==> config.mk <==
export PLATFORM = sky130hd
export DESIGN_NAME = frame_capture_ctrl_flat
export DESIGN_NICKNAME = d
export VERILOG_FILES = /design/src/rtl/frame_capture_ctrl_if.sv /design/src/rtl/frame_capture_ctrl.sv /design/src/flat_wrapper.sv
export SDC_FILE = /design/constraint.sdc
export NUM_CORES = 1
export LEC_CHECK = 0
export ABC_AREA = 1
export CAP_MARGIN = 20
export CORE_ASPECT_RATIO = 1.2
export CORE_UTILIZATION = 62
export CTS_BUF_LIST = sky130_fd_sc_hd__clkbuf_2
export CTS_CLUSTER_SIZE = 14
export DETAILED_ROUTE_END_ITERATION = 10
export PLACE_DENSITY_LB_ADDON = 0.25
export SLEW_MARGIN = 40
export SYNTH_ARGS = -nofsm -noshare
export SYNTH_HDL_FRONTEND = slang
export SYNTH_SLANG_ARGS = --single-unit
==> constraint.sdc <==
create_clock -name clk -period 12.55 [get_ports clk]
set_input_delay 1.255 -clock clk [delete_from_list [all_inputs] [get_ports clk]]
set_output_delay 1.255 -clock clk [all_outputs]
set_load 0.03 [all_outputs]
==> src/rtl/frame_capture_ctrl_if.sv <==
// Bundles the CPU slave, frame-buffer read master and pixel handshake of the frame capture block.
// The slave modport is the capture controller side; master is the CPU/frame-buffer/consumer side.
interface frame_capture_ctrl_if #(
    parameter int ADDR_W = 19
);
    logic [2:0]        address;
    logic              read;
    logic [31:0]       readdata;
    logic              write;
    logic [31:0]       writedata;
    logic              waitrequest;
    logic              frame_valid;
    logic              fb_freeze;
    logic [ADDR_W-1:0] fb_addr;
    logic              fb_read;
    logic              fb_waitrequest;
    logic [23:0]       fb_readdata;
    logic              fb_readdatavalid;
    logic              pix_rdy;
    logic [23:0]       pixel_data;
    logic              img_done;
    logic              get_next_pix;

    modport slave (
        input  address, read, write, writedata, frame_valid,
               fb_waitrequest, fb_readdata, fb_readdatavalid, get_next_pix,
        output readdata, waitrequest, fb_freeze, fb_addr, fb_read,
               pix_rdy, pixel_data, img_done
    );

    modport master (
        output address, read, write, writedata, frame_valid,
               fb_waitrequest, fb_readdata, fb_readdatavalid, get_next_pix,
        input  readdata, waitrequest, fb_freeze, fb_addr, fb_read,
               pix_rdy, pixel_data, img_done
    );
endinterface

==> src/rtl/frame_capture_ctrl.sv <==
// Streams one frozen frame from the frame buffer to the pixel consumer, one outstanding read at a time.
// Fetch-to-present is 2 cycles plus fb stall and read latency; pixels hold until get_next_pix.
module frame_capture_ctrl #(
    parameter int ADDR_W = 19,
    parameter int DIM_W  = 10,
    parameter int CNT_W  = 20
) (
    input  logic                  clk,
    input  logic                  rst,
    frame_capture_ctrl_if.slave   bus
);

    typedef enum logic [2:0] {
        IDLE,
        WAIT_FRAME,
        FETCH,
        WAIT_DATA,
        PRESENT,
        FINISH
    } state_t;

    state_t            state;
    state_t            state_nxt;

    logic [DIM_W-1:0]  width;
    logic [DIM_W-1:0]  height;
    logic [ADDR_W-1:0] base;
    logic              busy;
    logic              done;
    logic              cfg_err;
    logic              aborted;
    logic [CNT_W-1:0]  count;
    logic [CNT_W-1:0]  total;
    logic [CNT_W-1:0]  count_inc;

    logic              pix_rdy;
    logic [23:0]       pixel_data;
    logic              fb_freeze;
    logic              img_done;
    logic [31:0]       rdata;

    logic              ctrl_wr;
    logic              abort_req;
    logic              start_req;
    logic              cfg_ok;
    logic              unused_bits;

    assign ctrl_wr   = bus.write && (bus.address == 3'd0);
    assign abort_req = ctrl_wr && bus.writedata[1];
    // Abort in the same write suppresses start, even when idle.
    assign start_req = ctrl_wr && bus.writedata[0] && !bus.writedata[1];
    assign cfg_ok    = (width != '0) && (height != '0);
    assign count_inc = count + CNT_W'(1);

    always_ff @(posedge clk or posedge rst) begin
        if (rst) begin
            state <= IDLE;
        end else begin
            state <= state_nxt;
        end
    end

    always_comb begin
        state_nxt = state;
        case (state)
            IDLE:       if (start_req && cfg_ok) state_nxt = WAIT_FRAME;
            WAIT_FRAME: if (bus.frame_valid) state_nxt = FETCH;
            FETCH:      if (!bus.fb_waitrequest) state_nxt = WAIT_DATA;
            WAIT_DATA:  if (bus.fb_readdatavalid) state_nxt = PRESENT;
            PRESENT:    if (bus.get_next_pix) state_nxt = (count_inc == total) ? FINISH : FETCH;
            FINISH:     state_nxt = IDLE;
            default:    state_nxt = IDLE;
        endcase
        if (abort_req && (state != IDLE)) begin
            state_nxt = IDLE;
        end
    end

    always_ff @(posedge clk or posedge rst) begin
        if (rst) begin
            width      <= '0;
            height     <= '0;
            base       <= '0;
            busy       <= 1'b0;
            done       <= 1'b0;
            cfg_err    <= 1'b0;
            aborted    <= 1'b0;
            count      <= '0;
            total      <= '0;
            pix_rdy    <= 1'b0;
            pixel_data <= '0;
            fb_freeze  <= 1'b0;
            img_done   <= 1'b0;
        end else begin
            if (bus.write && !busy) begin
                case (bus.address)
                    3'd2:    width  <= bus.writedata[DIM_W-1:0];
                    3'd3:    height <= bus.writedata[DIM_W-1:0];
                    3'd4:    base   <= bus.writedata[ADDR_W-1:0];
                    default: ;
                endcase
            end

            if (abort_req && (state != IDLE)) begin
                pix_rdy   <= 1'b0;
                fb_freeze <= 1'b0;
                img_done  <= 1'b0;
                busy      <= 1'b0;
                aborted   <= 1'b1;
            end else begin
                case (state)
                    IDLE: begin
                        if (start_req) begin
                            if (!cfg_ok) begin
                                cfg_err <= 1'b1;
                            end else begin
                                done     <= 1'b0;
                                cfg_err  <= 1'b0;
                                aborted  <= 1'b0;
                                count    <= '0;
                                img_done <= 1'b0;
                                busy     <= 1'b1;
                                total    <= CNT_W'(width) * CNT_W'(height);
                            end
                        end
                    end
                    WAIT_FRAME: begin
                        if (bus.frame_valid) fb_freeze <= 1'b1;
                    end
                    WAIT_DATA: begin
                        if (bus.fb_readdatavalid) begin
                            pixel_data <= bus.fb_readdata;
                            pix_rdy    <= 1'b1;
                        end
                    end
                    PRESENT: begin
                        if (bus.get_next_pix) begin
                            pix_rdy <= 1'b0;
                            count   <= count_inc;
                        end
                    end
                    FINISH: begin
                        img_done  <= 1'b1;
                        fb_freeze <= 1'b0;
                        busy      <= 1'b0;
                        done      <= 1'b1;
                    end
                    default: ;
                endcase
            end
        end
    end

    always_comb begin
        rdata = '0;
        case (bus.address)
            3'd1:    rdata = {28'd0, aborted, cfg_err, done, busy};
            3'd2:    rdata = 32'(width);
            3'd3:    rdata = 32'(height);
            3'd4:    rdata = 32'(base);
            3'd5:    rdata = 32'(count);
            default: rdata = '0;
        endcase
    end

    // Address is only driven while a read is being requested so idle outputs stay quiet.
    assign bus.fb_addr     = (state == FETCH) ? (base + ADDR_W'(count)) : '0;
    assign bus.fb_read     = (state == FETCH);
    assign bus.readdata    = rdata;
    assign bus.waitrequest = 1'b0;
    assign bus.fb_freeze   = fb_freeze;
    assign bus.pix_rdy     = pix_rdy;
    assign bus.pixel_data  = pixel_data;
    assign bus.img_done    = img_done;

    assign unused_bits = ^{bus.read, bus.writedata[31:ADDR_W]};

endmodule
==> src/flat_wrapper.sv <==
// flat-port wrapper written by rule: the top's interface ports become plain ports
module frame_capture_ctrl_flat 
#(
    parameter int ADDR_W = 19,
    parameter int DIM_W  = 10,
    parameter int CNT_W  = 20
)
  (clk, rst, bus_address, bus_read, bus_write, bus_writedata, bus_frame_valid, bus_fb_waitrequest, bus_fb_readdata, bus_fb_readdatavalid, bus_get_next_pix, bus_readdata, bus_waitrequest, bus_fb_freeze, bus_fb_addr, bus_fb_read, bus_pix_rdy, bus_pixel_data, bus_img_done);
  frame_capture_ctrl_if #(.ADDR_W(ADDR_W)) bus_i ();
  input  logic clk;
  input  logic rst;
  input wire logic [$bits(bus_i.address)-1:0] bus_address;
  input wire logic [$bits(bus_i.read)-1:0] bus_read;
  input wire logic [$bits(bus_i.write)-1:0] bus_write;
  input wire logic [$bits(bus_i.writedata)-1:0] bus_writedata;
  input wire logic [$bits(bus_i.frame_valid)-1:0] bus_frame_valid;
  input wire logic [$bits(bus_i.fb_waitrequest)-1:0] bus_fb_waitrequest;
  input wire logic [$bits(bus_i.fb_readdata)-1:0] bus_fb_readdata;
  input wire logic [$bits(bus_i.fb_readdatavalid)-1:0] bus_fb_readdatavalid;
  input wire logic [$bits(bus_i.get_next_pix)-1:0] bus_get_next_pix;
  output wire logic [$bits(bus_i.readdata)-1:0] bus_readdata;
  output wire logic [$bits(bus_i.waitrequest)-1:0] bus_waitrequest;
  output wire logic [$bits(bus_i.fb_freeze)-1:0] bus_fb_freeze;
  output wire logic [$bits(bus_i.fb_addr)-1:0] bus_fb_addr;
  output wire logic [$bits(bus_i.fb_read)-1:0] bus_fb_read;
  output wire logic [$bits(bus_i.pix_rdy)-1:0] bus_pix_rdy;
  output wire logic [$bits(bus_i.pixel_data)-1:0] bus_pixel_data;
  output wire logic [$bits(bus_i.img_done)-1:0] bus_img_done;
  assign bus_i.address = bus_address;
  assign bus_i.read = bus_read;
  assign bus_i.write = bus_write;
  assign bus_i.writedata = bus_writedata;
  assign bus_i.frame_valid = bus_frame_valid;
  assign bus_i.fb_waitrequest = bus_fb_waitrequest;
  assign bus_i.fb_readdata = bus_fb_readdata;
  assign bus_i.fb_readdatavalid = bus_fb_readdatavalid;
  assign bus_i.get_next_pix = bus_get_next_pix;
  assign bus_readdata = bus_i.readdata;
  assign bus_waitrequest = bus_i.waitrequest;
  assign bus_fb_freeze = bus_i.fb_freeze;
  assign bus_fb_addr = bus_i.fb_addr;
  assign bus_fb_read = bus_i.fb_read;
  assign bus_pix_rdy = bus_i.pix_rdy;
  assign bus_pixel_data = bus_i.pixel_data;
  assign bus_img_done = bus_i.img_done;
  frame_capture_ctrl #(.ADDR_W(ADDR_W), .DIM_W(DIM_W), .CNT_W(CNT_W)) u_core (.clk(clk), .rst(rst), .bus(bus_i));
endmodule
==> flow_summary.toml, run 1 <==
[power_and_ir_drop]
pwr-share-comb = 0.696
cellPowerDensity_nw_per_um2 = 260
p_int_mw = 1.41
p_leak_nw = 6.10
ir_drop_mv = 0.270
power_switching_mw = 1.61
netSwitchingFraction = 0.533
p_seq_frac = 0.225
p_total_mw = 3.02
clkPwrFrac = 0.079

[global_routing]
grtUsageMet3 = 0.0521
grt_pass1_vias = 9162
gr-max-usage-layer = "met2"
track_usage = 0.326
gr-usage-met2 = 0.580
grt_max_degree = 79
grt_overflow_total = 0
antenna_found_initial = 1
use_met1 = 0.386
grt_pass1_wl_mm = 43.3

[synth]
synthCells = 1334
yosysTopAreaCell = "dfrtp_1"
yosysWarnings = 0
synth.avg_cell_area_um2 = 7.60
synth_most_common_cell = "nand2_1"
async_flop_share = 1.00
ys_top_cells_by_count = "nand2_1 (348), inv_1 (226), dfrtp_1 (113), o21ai_0 (97), ha_1 (74)"
netlist_top_cells_area = "dfrtp_1 (28%), nand2_1 (13%), fa_1 (12%)"
ys_types = 47
ys_seq_area_frac = 0.279
synth_top_area_frac = 0.279
synth_edf_count = 0
synth-seq-cells = 113
netlist_area_um2 = 10100
synth_ff_type = "dfrtp_1"

[timing]
fin_worst_skew_ns = 0.0471
tns_ns = 0
min_period_over_period = 0.438
drv_slew = 0
final_hold_viol_count = 0
relSlewSlack = 0.464
worst-slew-pin-transition_ns = 0.802
period_minus_slack_ns = 5.49
grt_setup_unrepaired = "false"
fmax_ghz = 0.182
setup_viol = 0

[routing]
avgRoutedWirePerCell_um = 15.8
drtIter0Drc = 692
totalWireLength_mm = 26.1
drc_errors = 0
firstDrtPassIters = 5
vias = 9160
vias_per_cell = 5.55
ant_nets = 0

[clocking]
clk_latency_ns = 0.69
cts_tree = "yes"
clock_path_buffers = 2
cts_resized = 0
htreeDepth = 4
cts.clk_slew.worst_paths_ns = 0.19
cts_setup_buffers = 0
numClockSinks = 113
cts-root-buf = "clkbuf_2"
hold_buffers = 0
numCtsBuffers = 17

[placement]
port_buffers = 119
dp_hpwl_mm = 20.4
place.gp.congestion = 0.942

[critical_path]
worstPathArrival_ns = 6.06
startpoint_type = "register"
criticalPathCategory = "reg -> reg"
cp-end-kind = "register"
worstPathRequired_ns = 13.11
cp_max_fo = 13

[floorplan]
io-pin-count = 147
rows = 50
core-area_um2 = 15800
start_util = 0.643
die_area_um2 = 16900
die_w_um = 119
dieHeight_um = 142

[cells_and_area]
nets = 1633
syn_to_final_growth_pct = 14.6
drive_gt1_frac = 0.0680

[min_path]
hold_path_class = "reg -> reg"

[job]
timing.max_cap.violations = 0

[status]
status = "finished clean"
==> worst paths after layout <==
check                                 from                        to  slack [ns]  cells after the start
min in group asynchronous              rst  u_core.bus.pixel_data[6]        0.90                      2
hold / removal              u_core.aborted            u_core.aborted        0.51                      2
hold reg to reg             u_core.aborted            u_core.aborted        0.51                      2
max in group asynchronous              rst               u_core.busy       10.58                      3
setup / recovery           u_core.width[8]          u_core.total[16]        7.06                     18
setup reg to reg           u_core.width[8]          u_core.total[16]        7.06                     18
==> cell type report <==
cell class	instances	area, um2
tap	208	260
antenna	1	2.50
sequential	113	2830
fill	1234	4140
timing repair buffer	121	1210
inverter	229	862
clock buffer	18	90.1
clock inverter	14	141
multi-input combinational	947	6230
==> power groups by stage <==
stage	registers (mW)	logic, mW	clock network [mW]
after global routing	0.693	2.39	0.258
after floorplan	0.657	1.53	0
after detailed placement	0.679	2.08	0
after CTS	0.670	2.10	0.241
after global placement	0.673	2.02	0
final	0.678	2.10	0.240
==> per-stage QoR <==
step | hold slack, ns | instance area [um2] | setup WS [ns] | cells | utilization
final | 0.512 | 11600 | 7.06 | 1651 | 0.737
after global routing | 0.543 | 11600 | 6.74 | 1651 | 0.737
after CTS | 0.506 | 11600 | 7.04 | 1650 | 0.737
after detailed placement | 0.469 | 11400 | 7.08 | 1618 | 0.723
after global placement | 0.467 | 11400 | 7.20 | 1618 | 0.721
after floorplan | 0.442 | 10200 | 7.58 | 1346 | -
==> critical path, stage by stage, from the launching register on <==
cell and delay [ns]:
dfrtp_1 0.73, nand2_1 0.16, fa_1 0.56, inv_1 0.05, fa_1 0.48, fa_1 0.55, fa_1 0.55, inv_1 0.06
fa_1 0.53, inv_1 0.04, ha_1 0.35, a21oi_1 0.17, o21ai_0 0.15, nand2_1 0.09, nand4_1 0.17, a31o_2 0.26
or2_2 0.26, nand3_1 0.10, o21ai_0 0.09
==> per-layer routing <==
metal | routed length (um) | share of wire
met1 | 10400 | 0.40
met2 | 13200 | 0.51
met3 | 1540 | 0.059
met4 | 962 | 0.037
met5 | 0 | 0
==> cell usage in the layout, fill, tap and decap left out, drive strengths merged, types with 55 or more instances in the layout <==
master and n:
clkdlybuf4s50 119, a21oi 55, nand3 73, fa 63
dfrtp 113, nand2 352, ha 74, nor2 69
inv 230, o21ai 105
==> flip-flops by register name, summed over array words and instances, names as in the netlist, 3 cells and up <==
name and cells:
u_core.bus.pixel_data 24, u_core.height 10, u_core.state 3, u_core.width 10, u_core.base 19, u_core.total 20, u_core.count 20
==> logic make-up (layout without fill, tap and decap cells) <==
kind of cell | Yosys count | count (layout) | synth area share
flip-flops | 113 | 113 | 0.279
adder cells (fa/ha/maj) | 137 | 137 | 0.216
XOR/XNOR | 14 | 14 | 0.0121
AND/OR/NAND/NOR | 538 | 538 | 0.228
multiplexers | 34 | 34 | 0.0376
other | 1 | 14 | 0.000370
AO/OA/AOI/OAI | 211 | 211 | 0.115
buffers and inverters | 286 | 382 | 0.113
No activity file was read; power rests on OpenSTA's default activity.
==> inputs of run 2 (changes only) <==
--- a/config.mk
+++ b/config.mk
@@ -8,7 +8,7 @@
 export ABC_AREA = 1
 export CAP_MARGIN = 20
 export CORE_ASPECT_RATIO = 1.2
-export CORE_UTILIZATION = 62
+export CORE_UTILIZATION = 52
 export CTS_BUF_LIST = sky130_fd_sc_hd__clkbuf_2
 export CTS_CLUSTER_SIZE = 14
 export DETAILED_ROUTE_END_ITERATION = 10
==> constraint.sdc (replaced) <==
create_clock -name clk -period 4.6 [get_ports clk]
set_input_delay 0.46 -clock clk [delete_from_list [all_inputs] [get_ports clk]]
set_output_delay 0.46 -clock clk [all_outputs]
set_load 0.03 [all_outputs]
==> run 2 against run 1 <==
The run now ends with setup timing left. Sequential share of layout area decreased by 1.6 points. Global-route usage decreased by 4.1 points. Final area increased by 7.3%. Register-to-register slack got worse by 7.1 ns. Combinational power increased to 3.8 times the previous value. Worst hold slack got worse by 0.42 ns.
==> flow_summary.toml, run 2 (synthesized netlist as in run 1, its figures left out) <==
[global_routing]
grt_pass1_vias = 9253
antenna_found_initial = 1
grt_overflow_total = 0
track_usage = 0.285
grt_pass1_wl_mm = 44.9
grt_max_degree = 42

[clocking]
numCtsBuffers = 17
cts.clk_slew.worst_paths_ns = 0.24
htreeDepth = 4
cts-root-buf = "clkbuf_2"
hold_buffers = 0
clock_path_buffers = 2
numClockSinks = 113
clk_latency_ns = 0.71
cts_tree = "yes"

[critical_path]
cp-end-kind = "register"
worstPathRequired_ns = 5.21
r2r-start = "u_core.width[6]"
r2r-end = "u_core.total[16]"
startpoint_type = "register"
regToRegSetupSlack_ns = -0.08
criticalPathCategory = "reg -> reg"
cp_max_fo = 4
reg2reg_depth = 20
worstPathArrival_ns = 5.29

[timing]
final_hold_viol_count = 0
fin_worst_skew_ns = 0.0515
hold_ws_ns = 0.0896
grt_setup_unrepaired = "true"
fmax_ghz = 0.214
relSlewSlack = 0.511
drv_slew = 0
period_minus_slack_ns = 4.68
worst-slew-pin-transition_ns = 0.733
setup_viol = 6
layout_setup_ws_ns = -0.0811
min_period_over_period = 1.02

[routing]
vias_per_cell = 5.40
avgRoutedWirePerCell_um = 15.6
ant_nets = 0
drtIter0Drc = 561
totalWireLength_mm = 27.7
firstDrtPassIters = 6
drc_errors = 0
vias = 9583

[floorplan]
io-pin-count = 147
dieHeight_um = 155
rows = 55
start_util = 0.534
die_w_um = 129
core-area_um2 = 19000
die_area_um2 = 20100

[placement]
dp_hpwl_mm = 21.8
dp_cells = 1734
place.gp.congestion = 0.920
port_buffers = 119

[cells_and_area]
largestRegisters = "u_core.bus.pixel_data (24), u_core.count (20), u_core.total (20)"
fin_cells = 1775
syn_to_final_growth_pct = 23.0
largest_reg_flops = 24
largest-register = "u_core.bus.pixel_data"
final_cell_mix = "nand2_1 (340), inv_1 (220), clkdlybuf4s50_1 (119)"
layout_commonest_cell = "nand2_1"
nets = 1709
drive_gt1_frac = 0.146

[status]
status = "finished, violations left"
violations = "setup timing"

[power_and_ir_drop]
ir_drop_mv = 0.936
p_total_mw = 10.4
cellPowerDensity_nw_per_um2 = 836
p_leak_nw = 6.49

[job]
timing.max_cap.violations = 0

[min_path]
hold_path_class = "in -> async"
-- run 2: worst max-delay path: stages (launching register included) --
cell,delay [ns]
dfrtp_1,0.47
nand2_1,0.11
fa_1,0.53
inv_2,0.04
fa_1,0.47
inv_1,0.05
fa_1,0.53
inv_2,0.04
fa_1,0.52
inv_1,0.06
fa_1,0.53
inv_2,0.05
ha_4,0.24
nand2_4,0.08
o21ai_2,0.06
nand2_1,0.06
nand4_1,0.16
a31o_2,0.25
or2_4,0.22
nand3_2,0.06
o21ai_1,0.06
-- run 2: metrics by stage --
step / TNS (ns) / cell area, um2 / utilization / setup WS [ns]
final: -0.300 / 12500 / 0.657 / -0.0811
after global routing: -1.83 / 12500 / 0.657 / -0.241
after CTS: -0.370 / 12400 / 0.651 / -0.0786
after detailed placement: -1.80 / 12000 / 0.631 / -0.292
after global placement: -1.17 / 12000 / 0.631 / -0.231
after floorplan: 0 / 10400 / - / 0.000687
-- run 2: report_power, final --
group	switching (mW)	total (mW)	internal [mW]
Combinational	4.46	8.07	3.61
Sequential	0.354	1.69	1.34
Clock	0.496	0.666	0.169
Total	5.31	10.4	5.12
-- run 2: what timing repair did --
action	CTS	global route
pin swaps	19	15
endpoints found under the setup margin	11	11
buffers inserted	7	1
cloned	0	0
resized for setup	32	24
hold endpoints to repair	0	0
-- run 2: layout make-up --
cell class,instances,area (um2)
timing repair buffer,197,1780
fill,1681,6520
multi-input combinational,947,6450
clock inverter,15,139
antenna,1,2.50
inverter,229,862
clock buffer,17,85.1
sequential,113,2840
tap,256,320
-- run 2: metal layers --
layer  wire length [um]  global-route usage  vias to the layer above
li1                   -                   -                     4601
met1              11500               0.361                     4549
met2              13800               0.487                      355
met3               1550              0.0399                       78
met4                914               0.117                        0
met5                  0                   0                        -
-- run 2: worst max path at each step --
stage,depth (start not counted),from,slack (ns),endpoint
floorplan,21,u_core.width[1],0.0007,u_core.total[16]
global placement,18,u_core.width[4],-0.23,u_core.total[16]
detailed placement,18,u_core.width[4],-0.29,u_core.total[16]
CTS,21,u_core.width[7],-0.08,u_core.total[15]
global route,19,u_core.width[6],-0.24,u_core.total[19]
finish,20,u_core.width[6],-0.08,u_core.total[16]
